### src/rtl/calibration_pkg.sv
// Types, ASCII constants and the digit-word table used by the calibration line decoder.
package calibration_pkg;

  typedef enum logic [1:0] {
    READING,
    LINE_END,
    DONE
  } state_t;

  localparam logic [7:0] ZERO = 8'd48;
  localparam logic [7:0] NINE = 8'd57;
  localparam logic [7:0] LF   = 8'd10;

  // Words are right-aligned so the final letter lands in the low byte,
  // lining up with the byte currently being presented.
  function automatic logic [39:0] digit_word(input logic [3:0] d);
    case (d)
      4'd1:    digit_word = {16'h0, "one"};
      4'd2:    digit_word = {16'h0, "two"};
      4'd3:    digit_word = "three";
      4'd4:    digit_word = {8'h0, "four"};
      4'd5:    digit_word = {8'h0, "five"};
      4'd6:    digit_word = {16'h0, "six"};
      4'd7:    digit_word = "seven";
      4'd8:    digit_word = "eight";
      4'd9:    digit_word = {8'h0, "nine"};
      default: digit_word = '0;
    endcase
  endfunction

  function automatic logic [2:0] digit_word_len(input logic [3:0] d);
    case (d)
      4'd1, 4'd2, 4'd6: digit_word_len = 3'd3;
      4'd4, 4'd5, 4'd9: digit_word_len = 3'd4;
      4'd3, 4'd7, 4'd8: digit_word_len = 3'd5;
      default:          digit_word_len = 3'd0;
    endcase
  endfunction

endpackage

### src/rtl/digit_word_matcher.sv
// Flags a lowercase digit word ending on the current byte, using the last four
// bytes of the line; hit/digit are combinational on char_i.
module digit_word_matcher
  import calibration_pkg::*;
(
  input  logic       clk,
  input  logic       rst,
  input  logic       clr_i,
  input  logic       shift_i,
  input  logic [7:0] char_i,
  output logic       hit_o,
  output logic [3:0] digit_o
);

  logic [31:0] hist_q, hist_d;
  logic [39:0] window;
  logic [39:0] mask;

  assign window = {hist_q, char_i};

  always_comb begin
    hist_d = hist_q;
    if (clr_i) begin
      hist_d = '0;
    end else if (shift_i) begin
      hist_d = {hist_q[23:0], char_i};
    end
  end

  always_ff @(posedge clk) begin
    if (rst) begin
      hist_q <= '0;
    end else begin
      hist_q <= hist_d;
    end
  end

  // Cleared history bytes are zero, which never matches a letter.
  always_comb begin
    hit_o   = 1'b0;
    digit_o = '0;
    mask    = '0;
    for (int k = 1; k <= 9; k++) begin
      mask = ~40'h0 >> (8 * (5 - int'(digit_word_len(4'(k)))));
      if ((window & mask) == digit_word(4'(k))) begin
        hit_o   = 1'b1;
        digit_o = 4'(k);
      end
    end
  end

endmodule

### src/rtl/calibration_sum_stream.sv
// Streaming calibration decoder: first*10+last digit per line, one record per line,
// running total with sticky carry-out; stalls input for the single line-close cycle.
module calibration_sum_stream
  import calibration_pkg::*;
#(
  parameter int RESULT_W   = 32,
  parameter int LINE_CNT_W = 16,
  parameter bit WORD_MODE  = 1'b1
) (
  input  logic                  clk,
  input  logic                  rst,
  input  logic                  in_valid,
  output logic                  in_ready,
  input  logic [7:0]            char_in,
  input  logic                  in_last,
  output logic                  line_valid,
  output logic [6:0]            line_value,
  output logic                  line_has_dig,
  output logic [LINE_CNT_W-1:0] line_count,
  output logic [RESULT_W-1:0]   result,
  output logic                  overflow,
  output logic                  done
);

  state_t                state_q, state_d;
  logic                  finish_q, finish_d;
  logic [3:0]            first_q, first_d;
  logic [3:0]            last_q, last_d;
  logic                  found_q, found_d;
  logic                  line_valid_q, line_valid_d;
  logic [6:0]            line_value_q, line_value_d;
  logic                  has_dig_q, has_dig_d;
  logic [LINE_CNT_W-1:0] count_q, count_d;
  logic [RESULT_W-1:0]   result_q, result_d;
  logic                  overflow_q, overflow_d;

  logic                  accept;
  logic                  is_num;
  logic                  word_hit;
  logic [3:0]            word_digit;
  logic                  digit_hit;
  logic [3:0]            digit_val;
  logic [6:0]            line_sum;
  logic [RESULT_W:0]     sum_ext;

  assign in_ready = (state_q == READING);
  assign done     = (state_q == DONE);
  assign accept   = in_valid & in_ready;
  assign is_num   = (char_in >= ZERO) && (char_in <= NINE);

  generate
    if (WORD_MODE) begin : g_word
      digit_word_matcher u_matcher (
        .clk     (clk),
        .rst     (rst),
        .clr_i   (state_q == LINE_END),
        .shift_i (accept && (char_in != LF)),
        .char_i  (char_in),
        .hit_o   (word_hit),
        .digit_o (word_digit)
      );
    end else begin : g_no_word
      assign word_hit   = 1'b0;
      assign word_digit = '0;
    end
  endgenerate

  // ASCII numerals 0x30..0x39 carry their value in the low nibble.
  assign digit_hit = accept && (is_num || word_hit);
  assign digit_val = is_num ? char_in[3:0] : word_digit;
  assign line_sum  = {3'b000, first_q} * 7'd10 + {3'b000, last_q};
  assign sum_ext   = {1'b0, result_q} + {{(RESULT_W - 6){1'b0}}, line_sum};

  always_comb begin
    state_d      = state_q;
    finish_d     = finish_q;
    first_d      = first_q;
    last_d       = last_q;
    found_d      = found_q;
    line_valid_d = 1'b0;
    line_value_d = line_value_q;
    has_dig_d    = has_dig_q;
    count_d      = count_q;
    result_d     = result_q;
    overflow_d   = overflow_q;
    case (state_q)
      READING: begin
        if (digit_hit) begin
          if (!found_q) begin
            first_d = digit_val;
          end
          last_d  = digit_val;
          found_d = 1'b1;
        end
        if (accept && ((char_in == LF) || in_last)) begin
          state_d  = LINE_END;
          finish_d = in_last;
        end
      end
      LINE_END: begin
        line_valid_d = 1'b1;
        count_d      = count_q + LINE_CNT_W'(1);
        if (found_q) begin
          line_value_d = line_sum;
          has_dig_d    = 1'b1;
          result_d     = sum_ext[RESULT_W-1:0];
          overflow_d   = overflow_q | sum_ext[RESULT_W];
        end else begin
          line_value_d = '0;
          has_dig_d    = 1'b0;
        end
        first_d = '0;
        last_d  = '0;
        found_d = 1'b0;
        state_d = finish_q ? DONE : READING;
      end
      DONE: begin
        state_d = DONE;
      end
      default: begin
        state_d = READING;
      end
    endcase
  end

  always_ff @(posedge clk) begin
    if (rst) begin
      state_q      <= READING;
      finish_q     <= 1'b0;
      first_q      <= '0;
      last_q       <= '0;
      found_q      <= 1'b0;
      line_valid_q <= 1'b0;
      line_value_q <= '0;
      has_dig_q    <= 1'b0;
      count_q      <= '0;
      result_q     <= '0;
      overflow_q   <= 1'b0;
    end else begin
      state_q      <= state_d;
      finish_q     <= finish_d;
      first_q      <= first_d;
      last_q       <= last_d;
      found_q      <= found_d;
      line_valid_q <= line_valid_d;
      line_value_q <= line_value_d;
      has_dig_q    <= has_dig_d;
      count_q      <= count_d;
      result_q     <= result_d;
      overflow_q   <= overflow_d;
    end
  end

  assign line_valid   = line_valid_q;
  assign line_value   = line_value_q;
  assign line_has_dig = has_dig_q;
  assign line_count   = count_q;
  assign result       = result_q;
  assign overflow     = overflow_q;

endmodule

### config.mk
export PLATFORM = sky130hd
export DESIGN_NAME = calibration_sum_stream
export DESIGN_NICKNAME = d
export VERILOG_FILES = /design/src/rtl/calibration_pkg.sv /design/src/rtl/digit_word_matcher.sv /design/src/rtl/calibration_sum_stream.sv
export SDC_FILE = /design/constraint.sdc
export NUM_CORES = 1
export LEC_CHECK = 0
export CORE_UTILIZATION = 65
export CTS_BUF_LIST = sky130_fd_sc_hd__clkbuf_16
export CTS_CLUSTER_SIZE = 20
export DETAILED_ROUTE_END_ITERATION = 10
export DONT_BUFFER_PORTS = 1
export MAX_ROUTING_LAYER = met4
export PLACE_DENSITY = 0.9
export SYNTH_ARGS = -nofsm -noshare
export SYNTH_HDL_FRONTEND = slang
export SYNTH_HIERARCHICAL = 1
export SYNTH_SLANG_ARGS = --single-unit
### constraint.sdc
create_clock -name clk -period 5.9 [get_ports clk]
set_clock_uncertainty 0.05 [all_clocks]
set_input_delay 0.59 -clock clk [delete_from_list [all_inputs] [get_ports clk]]
set_output_delay 0.59 -clock clk [all_outputs]
set_load 0.05 [all_outputs]
# [After elaboration in Yosys (flattened, before gate mapping)]
# Cells that the tools add are included.
[totals] reg_bits=102
[op_classes] add_sub_neg=3 mul=1 n_lt_le_gt_ge=2 n_eq_ne=16 muxes=32 n_bitwise=2 reduce_logical=13
[op_table] cell="$eq A40 B39 Y1 const B" n=3
[op_table] cell="$eq A32 B31 Y1 const B" n=3
[op_table] cell="$eq A24 B23 Y1 const B" n=3
[op_table] cell="$mux W4" n=12
[op_table] cell="$add A32 B7 Y33" n=1
[op_table] cell="$add A16 B1 Y16 const B" n=1
[op_table] cell="$pmux W4 S2" n=2
[op_table] cell="$mux W1" n=13
[op_table] cell="$eq A8 B4 Y1 const B" n=1
[op_table] cell="$ge A8 B6 Y1 const B" n=1
[op_table] cell="$le A8 B6 Y1 const B" n=1
[op_table] cell="$ne A8 B4 Y1 const B" n=1
[op_table] cell="$add A7 B4 Y7" n=1
[op_table] cell="$mux W7" n=1
[op_table] cell="$mul A4 B3 Y6 const B" n=1
[op_table] cell="$pmux W2 S3" n=1
[op_table] cell="$reduce_and A2 Y1" n=3
[op_table] cell="$logic_and A1 B1 Y1" n=4
[op_table] cell="$mux W2" n=2
[op_table] cell="$ne A2 B1 Y1 const B" n=2
[op_table] cell="$reduce_and A3 Y1" n=1
[op_table] cell="$eq A2 B1 Y1 const B" n=1
[op_table] cell="$eq A2 B2 Y1 const B" n=1
[op_table] cell="$logic_not A2 Y1" n=1
[op_table] cell="other kinds (7)" n=8

# [Longest topological paths before layout]
# Gate-level depths: netlist (run 1).
[logic_depth] depth_word=14 ltp_mapped=13 ltp_nobuf=12

# [Modules after synthesis]
# The synthesis (run 1) kept the hierarchy.
[by_module_without_submodules] module="calibration_sum_stream" n_inst=1 cells_per_inst=408 area_each_um2=3624.7
[by_module_without_submodules] module="digit_word_matcher" n_inst=1 cells_per_inst=168 area_each_um2=1656.6

# [Least setup slack after synthesis (run 1)]
# No wires, ideal clock.
[synth_timing] kind="reg-to-reg" start="register first_q[1]" end="register result_q[27] (netlist: result[27])" arrival_ns=3.382 required_ns=5.779 path_slack_ns=2.398 stages_incl_launch_ff=14 period_less_slack_ns=3.502 path_cell_list="dfxtp_1 > ha_1 > ha_1 > fa_1 > nand2_1 > or3_1 > and2_1 > ha_1 > a21oi_1 > a21oi_2 > nand2_2 > buf_6 > or4_1 > a21oi_1"
[synth_between] elab_chain_len=3
[synth_rtl] element="start: declaration" line_no="calibration_sum_stream.sv:27" text="logic [3:0] first_q, first_d;"
[synth_rtl] element="start signal: assignment" line_no="calibration_sum_stream.sv:142" text="first_q <= first_d;"
[synth_rtl] element="$mul A4 B3 Y6" line_no="calibration_sum_stream.sv:71" text="assign line_sum = {3'b000, first_q} * 7'd10 + {3'b000, last_q};"
[synth_rtl] element="$add A7 B4 Y7" line_no="calibration_sum_stream.sv:71"
[synth_rtl] element="$add A32 B7 Y33" line_no="calibration_sum_stream.sv:72" text="assign sum_ext = {1'b0, result_q} + {{(RESULT_W - 6){1'b0}}, line_sum};"
[synth_rtl] element="end signal: assignment" line_no="calibration_sum_stream.sv:149" text="result_q <= result_d;"
[synth_rtl] element="end: declaration" line_no="calibration_sum_stream.sv:34" text="logic [RESULT_W-1:0] result_q, result_d;"
# Every way passes these cells.
# A chain may end at the register's enable or synchronous reset.

# [Final worst setup path (run 1)]
[layout_timing] start="register first_q[1]" end="register result_q[23] (netlist: result[23])"
# The elaborated chain is that of the path after synthesis.

==> results of run 1 <==
## registers in the layout, indices dropped and copies added (netlist names)
signal	cells
line_valid	1
result	32
line_count	16
g_word.u_matcher/hist_q	32
found_q	1
first_q	4
line_value	7
last_q	4
state_q	2
line_has_dig	1
finish_q	1
overflow	1
## per-layer routing
| metal | global-route usage | up-vias | part of all wire |
|---|---|---|---|
| li1 | - | 2057 | - |
| met1 | 0.344 | 2052 | 0.39 |
| met2 | 0.529 | 186 | 0.51 |
| met3 | 0.0804 | 25 | 0.075 |
| met4 | 0.135 | 0 | 0.019 |
| met5 | - | - | 0 |
## worst paths after layout
check | to | depth (start not counted)
worst max-delay path | result[23]$_SDFFE_PP0P_ | 12
worst min-delay path | overflow$_SDFFE_PP0P_ | 1
worst max register to register | result[23]$_SDFFE_PP0P_ | 12
worst min register to register | g_word.u_matcher/hist_q[29]$_SDFFE_PP0P_ | 2
## worst max-delay path, stage by stage, from the launching register on
cell and delay [ns]:
dfxtp_1 0.44, ha_1 0.28, ha_1 0.22, fa_1 0.53, nand2_1 0.08, or3_1 0.33
and2_1 0.17, ha_1 0.36, a21oi_1 0.14, a21oi_2 0.31, nand2_2 0.23, or4_1 0.53
a21oi_1 0.18
## logic make-up after synthesis
group | count (synthesis) | synth area share
simple gates | 262 | 0.284
flops | 102 | 0.387
compound gates | 88 | 0.124
xor+xnor | 42 | 0.0697
mux | 34 | 0.0649
buf+inv | 31 | 0.0258
fa+ha+maj | 17 | 0.0445
## layout by cell type (no fill, tap or decap), types with 4 or more instances in the layout
cell,Yosys,layout
o21ai_1,6,6
nor4bb_1,5,5
inv_1,3,4
nand4_1,17,17
a21oi_1,34,34
or3_1,4,4
ha_1,14,14
or4_1,6,6
a2111oi_2,4,4
o31ai_1,5,5
a22oi_1,7,7
o21ai_0,5,5
a21o_1,6,6
nand3b_1,7,7
mux2i_1,32,32
dfxtp_1,102,102
nand3_1,16,16
nor3_1,5,5
nor4_1,5,5
xnor2_1,25,25
and4_1,6,6
nand2_1,46,46
nor2_1,94,93
xor2_1,17,17
and3_1,4,4
clkbuf_16,0,9
nand4b_1,4,4
a211oi_1,6,6
## stage by stage
step / cells / hold slack, ns
6_report: 669 / 0.269
5_1_grt: 669 / 0.247
4_1_cts: 669 / 0.254
3_5_place_dp: 653 / 0.439
3_3_place_gp: 653 / 0.424
2_1_floorplan: 576 / 0.402
## power by group through the flow
| stage | clock network, mW | logic, mW | registers (mW) |
|---|---|---|---|
| global route | 0.588 | 0.0556 | 0.711 |
| floorplan | 0 | 0.0508 | 0.722 |
| CTS | 0.557 | 0.0511 | 0.710 |
| finish | 0.549 | 0.0508 | 0.711 |
| global placement | 0 | 0.0485 | 0.726 |
| detailed placement | 0 | 0.0506 | 0.726 |
## final cells by class
| class | count | area, µm² | area share |
|---|---|---|---|
| clock inverter | 7 | 47.5 | 0.00852 |
| clock buffer | 9 | 225 | 0.0403 |
| timing repair buffer | 2 | 15.0 | 0.00269 |
| multi-input combinational | 443 | 3110 | 0.557 |
| sequential | 102 | 2040 | 0.366 |
| inverter | 4 | 15.0 | 0.00269 |
| tap | 102 | 128 | 0.0229 |
==> summary.md, run 1 <==
| Metric | Value |
|---|---|
| Status | finished clean |
| Place WS | 2.05 ns |
| Clk pwr share | 0.419 |
| Vias | 4,320 |
| Final setup TNS | 0 ns |
| Most common cell in the netlist | dfxtp_1 |
| Fin crit period | 3.91 ns |
| Antenna viol nets, final | 0 |
| Hold_buf cts | 0 |
| Final Hold Fails | 0 |
| Fillers | 579 |
| Crit end category | register |
| # resized after CTS | 0 |
| Die width | 92.1 µm |
| Synth async-reset ratio | 0 |
| WL/cell | 18.3 µm |
| Setup Buffers After CTS | 0 |
| Via density | 6.46 |
| CP Launch Point | first_q[1]$_SDFFE_PP0P_ |
| 1st-iter DRT viols | 261 |
| Leakage | 2.03 nW |
| CP required | 6.12 ns |
| HP Start | rst |
| Number of H-tree levels | 3 |
| Max VDD drop | 0.146 mV |
| R2R Setup Slk | 1.99 ns |
| Worst Tran Pin Value | 1.15 ns |
| Tot GR Track Use | 0.311 |
| Post-DP HPWL | 8420 µm |
| Net Count, Synth | 605 |
| Power per cell area | 235 nW/µm² |
| Crit path DAT | 4.14 ns |
| Clk buf depth | 2 |
| Setup-failing EPs final | 0 |
| Sequential share of the synthesized area | 0.387 |
| Startpoint types | register |
| Part of the power in registers | 0.542 |
| Clock-pin slew on the worst setup and hold paths | 0.07 ns |
| Grt ovf | 0 |
| Initial antenna violation count | 0 |
| Layout cells sized above 1 | 0.0917 |
| Hold Path Class | input port to register |
| Initial Utilization | 0.676 |
| Synth Warn # | 6 |
| Final nets | 591 |
| Psw | 305 µW |
| Num ports | 72 |
| Post-synth EDFFs | 0 |
| R2r startpoint | first_q[1]$_SDFFE_PP0P_ |
| Setup Crit Path Kind | register to register |
| Crit Path Max Fanout | 13 |
| Syn_area_per_cell | 9.17 µm² |
| Synth-to-Final Area Change | 5.71% |
| Post-synth top cells | dfxtp_1 (102), nor2_1 (94), nand2_1 (46), a21oi_1 (34), mux2i_1 (32) |
| Cells after synthesis | 576 |
| Clock Sinks | 102 |
| Design Area, Final | 5580 µm² |
| Largest net degree at the start of global routing | 70 |
| Core area | 7810 µm² |
| CTS tree | done |
| Die H | 92.1 µm |
| Switching part of the total | 0.232 |
| RSZ-0062 raised after global routing | no |
| Total power | 1.31 mW |
| Pre-antenna DRT Iters | 7 |
| Relative slew slack | 0.232 |
| Combinational Power Share | 0.039 |
| Root buffer cell | clkbuf_16 |
| Int Pwr | 1.01 mW |
| Synth area leader | dfxtp_1 |
| Placed Area | 5310 µm² |
| Synth top area cells | dfxtp_1 (39%), nor2_1 (6.7%), mux2i_1 (6.1%), xnor2_1 (4.1%), ha_1 (3.3%) |
| Number of port buffers | 0 |
| Fmax | 255 MHz |
| Slew Viols, Final | 0 |
| Final Cycle Share | 0.664 |
| ANT cells | 0 |
| Total wire length | 12,200 µm |
| Top_reg_cell synth | dfxtp_1 |
| GP Congestion | 0.895 |
| # rows | 32 |
| DRC violations left | 0 |
| Global-route wire length before repair | 20,400 µm |
| Final worst setup slack | 1.99 ns |
| Post-synthesis register bit count | 102 |
| Max Cap Violations | 0 |
| Vias in the first global route | 4,316 |
| Num CTS Buffers | 9 |
| Die area | 8490 µm² |
| Mapped cell area | 5280 µm² |
| Yosys top cell area share | 0.387 |
| Layout Utilization | 0.715 |
| Netlist cell types | 68 |
| Clk_lat worst skew | 0.34 ns |
(Power assumes the default switching activity.)
==> inputs of run 2 (changes only) <==
- CORE_UTILIZATION: 65 -> 64
- PLACE_DENSITY: 0.9 -> 0.89
- clock period: 5.9 -> 4 ns (I/O delays scaled with it)
==> summary.md, run 2 (same netlist as run 1, synthesis figures left out) <==
| Metric | Value |
|---|---|
| # resized after CTS | 0 |
| Leakage | 2.06 nW |
| Slowest stage delay, CP | 0.55 ns |
| HP Start | rst |
| Max VDD drop | 0.271 mV |
| Worst Path Buf+Inv | 0 |
| Antenna viol nets, final | 0 |
| Relative slew slack | 0.249 |
| 1st-iter DRT viols | 293 |
| Total wire length | 12,300 µm |
| # rows | 32 |
| Hold_buf cts | 0 |
| DRC violations left | 0 |
| R2R Setup Slk | 0.14 ns |
| Commonest non-fill, non-tap cell in the layout | dfxtp_1 |
| Routing usage on met1 | 0.342 |
| Final Hold Fails | 0 |
| Vias in the first global route | 4,186 |
| Number of port buffers | 0 |
| Most crowded layer after global routing | met2 |
| Slew Viols, Final | 0 |
| ANT cells | 0 |
| Largest net degree at the start of global routing | 70 |
| Clk pwr share | 0.438 |
| Final setup TNS | 0 ns |
| Psw | 454 µW |
| Fmax | 259 MHz |
| Clk_lat worst skew | 0.35 ns |
| Final Cycle Share | 0.964 |
| Power per cell area | 355 nW/µm² |
| R2r startpoint | first_q[1]$_SDFFE_PP0P_ |
| Setup Buffers After CTS | 0 |
| Number of H-tree levels | 3 |
| Vias | 4,384 |
| CP required | 4.22 ns |
| Met2 usage | 0.509 |
| Synth-to-Final Area Change | 6.87% |
| Post-DP HPWL | 8540 µm |
| Slowest-stage cell, CP | or4_1 |
| Num ports | 72 |
| Combinational Power Share | 0.038 |
| Pre-antenna DRT Iters | 5 |
| Clk buf depth | 2 |
| CP Launch Point | first_q[1]$_SDFFE_PP0P_ |
| Via density | 6.51 |
| Root buffer cell | clkbuf_16 |
| Die H | 92.8 µm |
| Setup-failing EPs final | 0 |
| Layout cells sized above 1 | 0.0998 |
| Crit path DAT | 4.08 ns |
| Switching part of the total | 0.227 |
| WL/cell | 18.3 µm |
| Initial antenna violation count | 0 |
| Fin crit period | 3.86 ns |
| CTS tree | done |
| Global-route wire length before repair | 20,000 µm |
| Most used cell, CP | ha_1 |
| Worst Tran Pin Value | 1.12 ns |
| GR Util met3 | 0.0780 |
| Worst hold slack | 0.0673 ns |
| Num CTS Buffers | 9 |
| Final nets | 596 |
| Die width | 92.8 µm |
| Initial Utilization | 0.673 |
| Worst path top cell family by delay | adder cells |
| Layout Utilization | 0.719 |
| Crit end category | register |
| Int Pwr | 1.55 mW |
| Total power | 2.00 mW |
| Clock-pin slew on the worst setup and hold paths | 0.07 ns |
| GP Congestion | 0.937 |
| Clock Sinks | 102 |
| Most frequent cells in the layout | dfxtp_1 (102), nor2_1 (93), nand2_1 (46), a21oi_1 (34), mux2i_1 (32) |
| Critical-path cell list | ha_1, ha_1, fa_1, nand2_1, or3_1, and2_1, ha_1, a21oi_1, a21oi_2, nand2_2, or4_1, a21oi_1 |
| Tot GR Track Use | 0.301 |
| Setup Crit Path Kind | register to register |
| Crit Path Max Fanout | 13 |
| Max Cap Violations | 0 |
| Startpoint types | register |
| Hold Path Class | input port to register |
| Die area | 8620 µm² |
| Status | finished clean |
| Core area | 7850 µm² |
| Grt ovf | 0 |
| Part of the power in registers | 0.524 |
-- run 2: cell types whose count changed in the layout (fill, tap and decap cells not counted), sizes merged --
cell	before	now
buf	2	7
bufinv	0	1
inv	8	6
-- run 2: worst paths after layout --
check,endpoint,depth (start not counted)
setup reg to reg,result[29]$_SDFFE_PP0P_,12
setup / recovery,result[29]$_SDFFE_PP0P_,12
hold / removal,result[26]$_SDFFE_PP0P_,1
hold reg to reg,last_q[3]$_SDFFE_PP0P_,2
-- run 2: metrics by stage --
stage                     setup slack, ns  instance area (µm²)  instances
after floorplan                     0.498                 5280        576
final                               0.145                 5640        673
after global routing              -0.0299                 5640        673
after CTS                           0.194                 5620        670
after global placement              0.368                 5330        655
after detailed placement            0.232                 5330        655
-- run 2: layout make-up --
cell class / count / area, µm²
Sequential cell: 102 / 2040
Fill cell: 576 / 2200
Clock buffer: 9 / 225
Timing Repair Buffer: 7 / 52.6
Inverter: 4 / 15.0
Tap cell: 102 / 128
Clock inverter: 6 / 71.3
Multi-Input combinational cell: 443 / 3110
-- run 2: layer usage --
layer	vias up	wire [µm]
met5	-	0
met4	0	329
met3	38	914
met2	181	6180
met1	2096	4870
li1	2069	-
-- run 2: power by group through the flow --
| stage | Clock, mW | Combinational (mW) | Sequential, mW |
|---|---|---|---|
| floorplan | 0 | 0.0750 | 1.06 |
| global placement | 0 | 0.0725 | 1.07 |
| detailed placement | 0 | 0.0760 | 1.07 |
| CTS | 0.891 | 0.0765 | 1.05 |
| global route | 0.934 | 0.0837 | 1.05 |
| finish | 0.878 | 0.0763 | 1.05 |
==> inputs of run 3 (changes only) <==
- CORE_UTILIZATION: 64 -> 55
- DONT_BUFFER_PORTS: 1 -> default
- GPL_ROUTABILITY_DRIVEN: default -> 0
==> summary.md, run 3 (same netlist as run 1, synthesis figures left out) <==
| Metric | Value |
|---|---|
| Reg area | 2040 µm² |
| Relative slew slack | 0.266 |
| Worst Tran Pin Value | 1.10 ns |
| Final Cycle Share | 0.941 |
| Clk_lat worst skew | 0.35 ns |
| Num CTS Buffers | 9 |
| Part of the power in registers | 0.528 |
| Design Area, Final | 6350 µm² |
| Crit Path Max Fanout | 13 |
| Setup-failing EPs final | 0 |
| Grt ovf | 0 |
| Hold_buf cts | 0 |
| Vias | 4,672 |
| RSZ-0062 raised after global routing | no |
| Slowest stage delay, CP | 0.55 ns |
| Vias in the first global route | 4,424 |
| Antenna viol nets, final | 0 |
| Final setup TNS | 0 ns |
| Clock Sinks | 102 |
| Synth-to-Final Area Change | 20.2% |
| Post-DP HPWL | 8870 µm |
| Commonest non-fill, non-tap cell in the layout | dfxtp_1 |
| Core area | 9280 µm² |
| Slowest-stage cell, CP | or4_1 |
| Clk buf depth | 2 |
| Final nets | 665 |
| Setup Buffers After CTS | 0 |
| CTS tree | done |
| Int Pwr | 1.50 mW |
| Max Cap Violations | 0 |
| Layout cells sized above 1 | 0.0874 |
| ANT cells | 0 |
| Hold Path Class | input port to register |
| Most used cell, CP | ha_1 |
| Clk pwr share | 0.416 |
| Switching part of the total | 0.244 |
| Leakage | 2.29 nW |
| Path length in cells of the critical path | 12 |
| Power per cell area | 312 nW/µm² |
| Setup Crit Path Kind | register to register |
| Most frequent cells in the layout | dfxtp_1 (102), nor2_1 (93), clkdlybuf4s50_1 (70), nand2_1 (46), a21oi_1 (34) |
| R2R Setup Slk | 0.24 ns |
| CP required | 4.23 ns |
| Via density | 6.07 |
| Psw | 482 µW |
| Max VDD drop | 0.278 mV |
| Final Hold Fails | 0 |
| # rows | 35 |
| Slew Viols, Final | 0 |
| Global-route wire length before repair | 20,600 µm |
| Initial antenna violation count | 0 |
| Worst path top cell family by delay | simple AND/OR/NAND/NOR gates |
| Combinational Power Share | 0.056 |
| Number of port buffers | 71 |
| R2r startpoint | first_q[1]$_SDFFE_PP0P_ |
| Critical-path cell list | ha_1, ha_1, fa_1, xnor2_1, or3_1, and2_1, ha_1, a21oi_1, o211ai_2, nand2_2, or4_1, a21oi_1 |
| R2r worst-path depth | 12 |
| Die H | 100 µm |
| Root buffer cell | clkbuf_16 |
| Setup crit end | result[31]$_SDFFE_PP0P_ |
| Initial Utilization | 0.569 |
| Crit end category | register |
| Placed Area | 6070 µm² |
| Fmax | 266 MHz |
| Worst Path Buf+Inv | 0 |
| WL/cell | 16.2 µm |
| Final worst setup slack | 0.238 ns |
| CP Launch Point | first_q[1]$_SDFFE_PP0P_ |
| Fillers | 722 |
| Die area | 10000 µm² |
| Area of the multi-input gates | 3110 µm² |
| Number of H-tree levels | 3 |
| Place WS | 0.343 ns |
| Startpoint types | register |
| Fin crit period | 3.76 ns |
| Tot GR Track Use | 0.263 |
| Clock-pin slew on the worst setup and hold paths | 0.07 ns |
| # resized after CTS | 0 |
| Total wire length | 12,500 µm |
| Num ports | 72 |
| Status | finished clean |
| 1st-iter DRT viols | 272 |
| Reg2reg end | result[31]$_SDFFE_PP0P_ |
| Largest net degree at the start of global routing | 49 |
| Crit path DAT | 3.99 ns |
| DRC violations left | 0 |
| Die width | 100 µm |
| Pre-antenna DRT Iters | 5 |
run 3: changes by cell type in the layout (fill, tap and decap cells not counted), sizes merged:
cell           change
clkinvlp           +1
buf                -1
clkdlybuf4s50     +70
clkinv             +1
bufinv             -1
run 3: final cells by class:
cell class,count,share of cell area
Clock buffer,9,0.0355
Timing Repair Buffer,76,0.117
Inverter,4,0.00237
Clock inverter,7,0.00788
Sequential cell,102,0.322
Tap cell,129,0.0254
Multi-Input combinational cell,443,0.490
run 3: metrics by stage:
stage / std cells / hold slack (ns) / total power, mW / utilization
after floorplan: 576 / 0.402 / 1.14 / -
after global placement: 754 / 0.414 / 1.17 / 0.654
final: 770 / 0.410 / 1.98 / 0.684
after detailed placement: 754 / 0.432 / 1.18 / 0.654
after CTS: 770 / 0.414 / 1.98 / 0.684
after global routing: 770 / 0.437 / 2.03 / 0.684
run 3: worst min-delay path by stage:
stage                                                  start                                       end  cells after the start
CTS                                                      rst                line_count[5]$_SDFFE_PP0P_                      2
global placement                  line_value[6]$_SDFFE_PP0P_                line_value[6]$_SDFFE_PP0P_                      2
detailed placement                     finish_q$_SDFFE_PP0P_                   state_q[1]$_SDFFE_PP0P_                      2
global route                                             rst                line_count[7]$_SDFFE_PP0P_                      2
floorplan           g_word.u_matcher/hist_q[31]$_SDFFE_PP0P_  g_word.u_matcher/hist_q[31]$_SDFFE_PP0P_                      2
finish                                                   rst                line_count[6]$_SDFFE_PP0P_                      2
run 3: worst register-to-register path, stage by stage, from the launching register on:
cell      delay [ns]
dfxtp_1         0.42
ha_1            0.28
ha_1            0.24
fa_1            0.42
xnor2_1         0.16
or3_1           0.36
and2_1          0.17
ha_1            0.36
a21oi_1         0.14
o211ai_2        0.15
nand2_2         0.23
or4_1           0.55
a21oi_1         0.16
run 3: per-layer routing:
layer / global-route usage / vias to the layer above / wire length (µm)
li1: - / 2201 / -
met1: 0.324 / 2242 / 5470
met2: 0.432 / 192 / 6010
met3: 0.0550 / 37 / 729
met4: 0.0881 / 0 / 240
met5: - / - / 0
run 3: power groups by stage:
| stage | clock network (mW) | logic [mW] | registers, mW |
|---|---|---|---|
| after detailed placement | 0 | 0.110 | 1.07 |
| after floorplan | 0 | 0.0750 | 1.06 |
| final | 0.822 | 0.111 | 1.04 |
| after global placement | 0 | 0.107 | 1.07 |
| after CTS | 0.828 | 0.110 | 1.04 |
| after global routing | 0.868 | 0.120 | 1.05 |
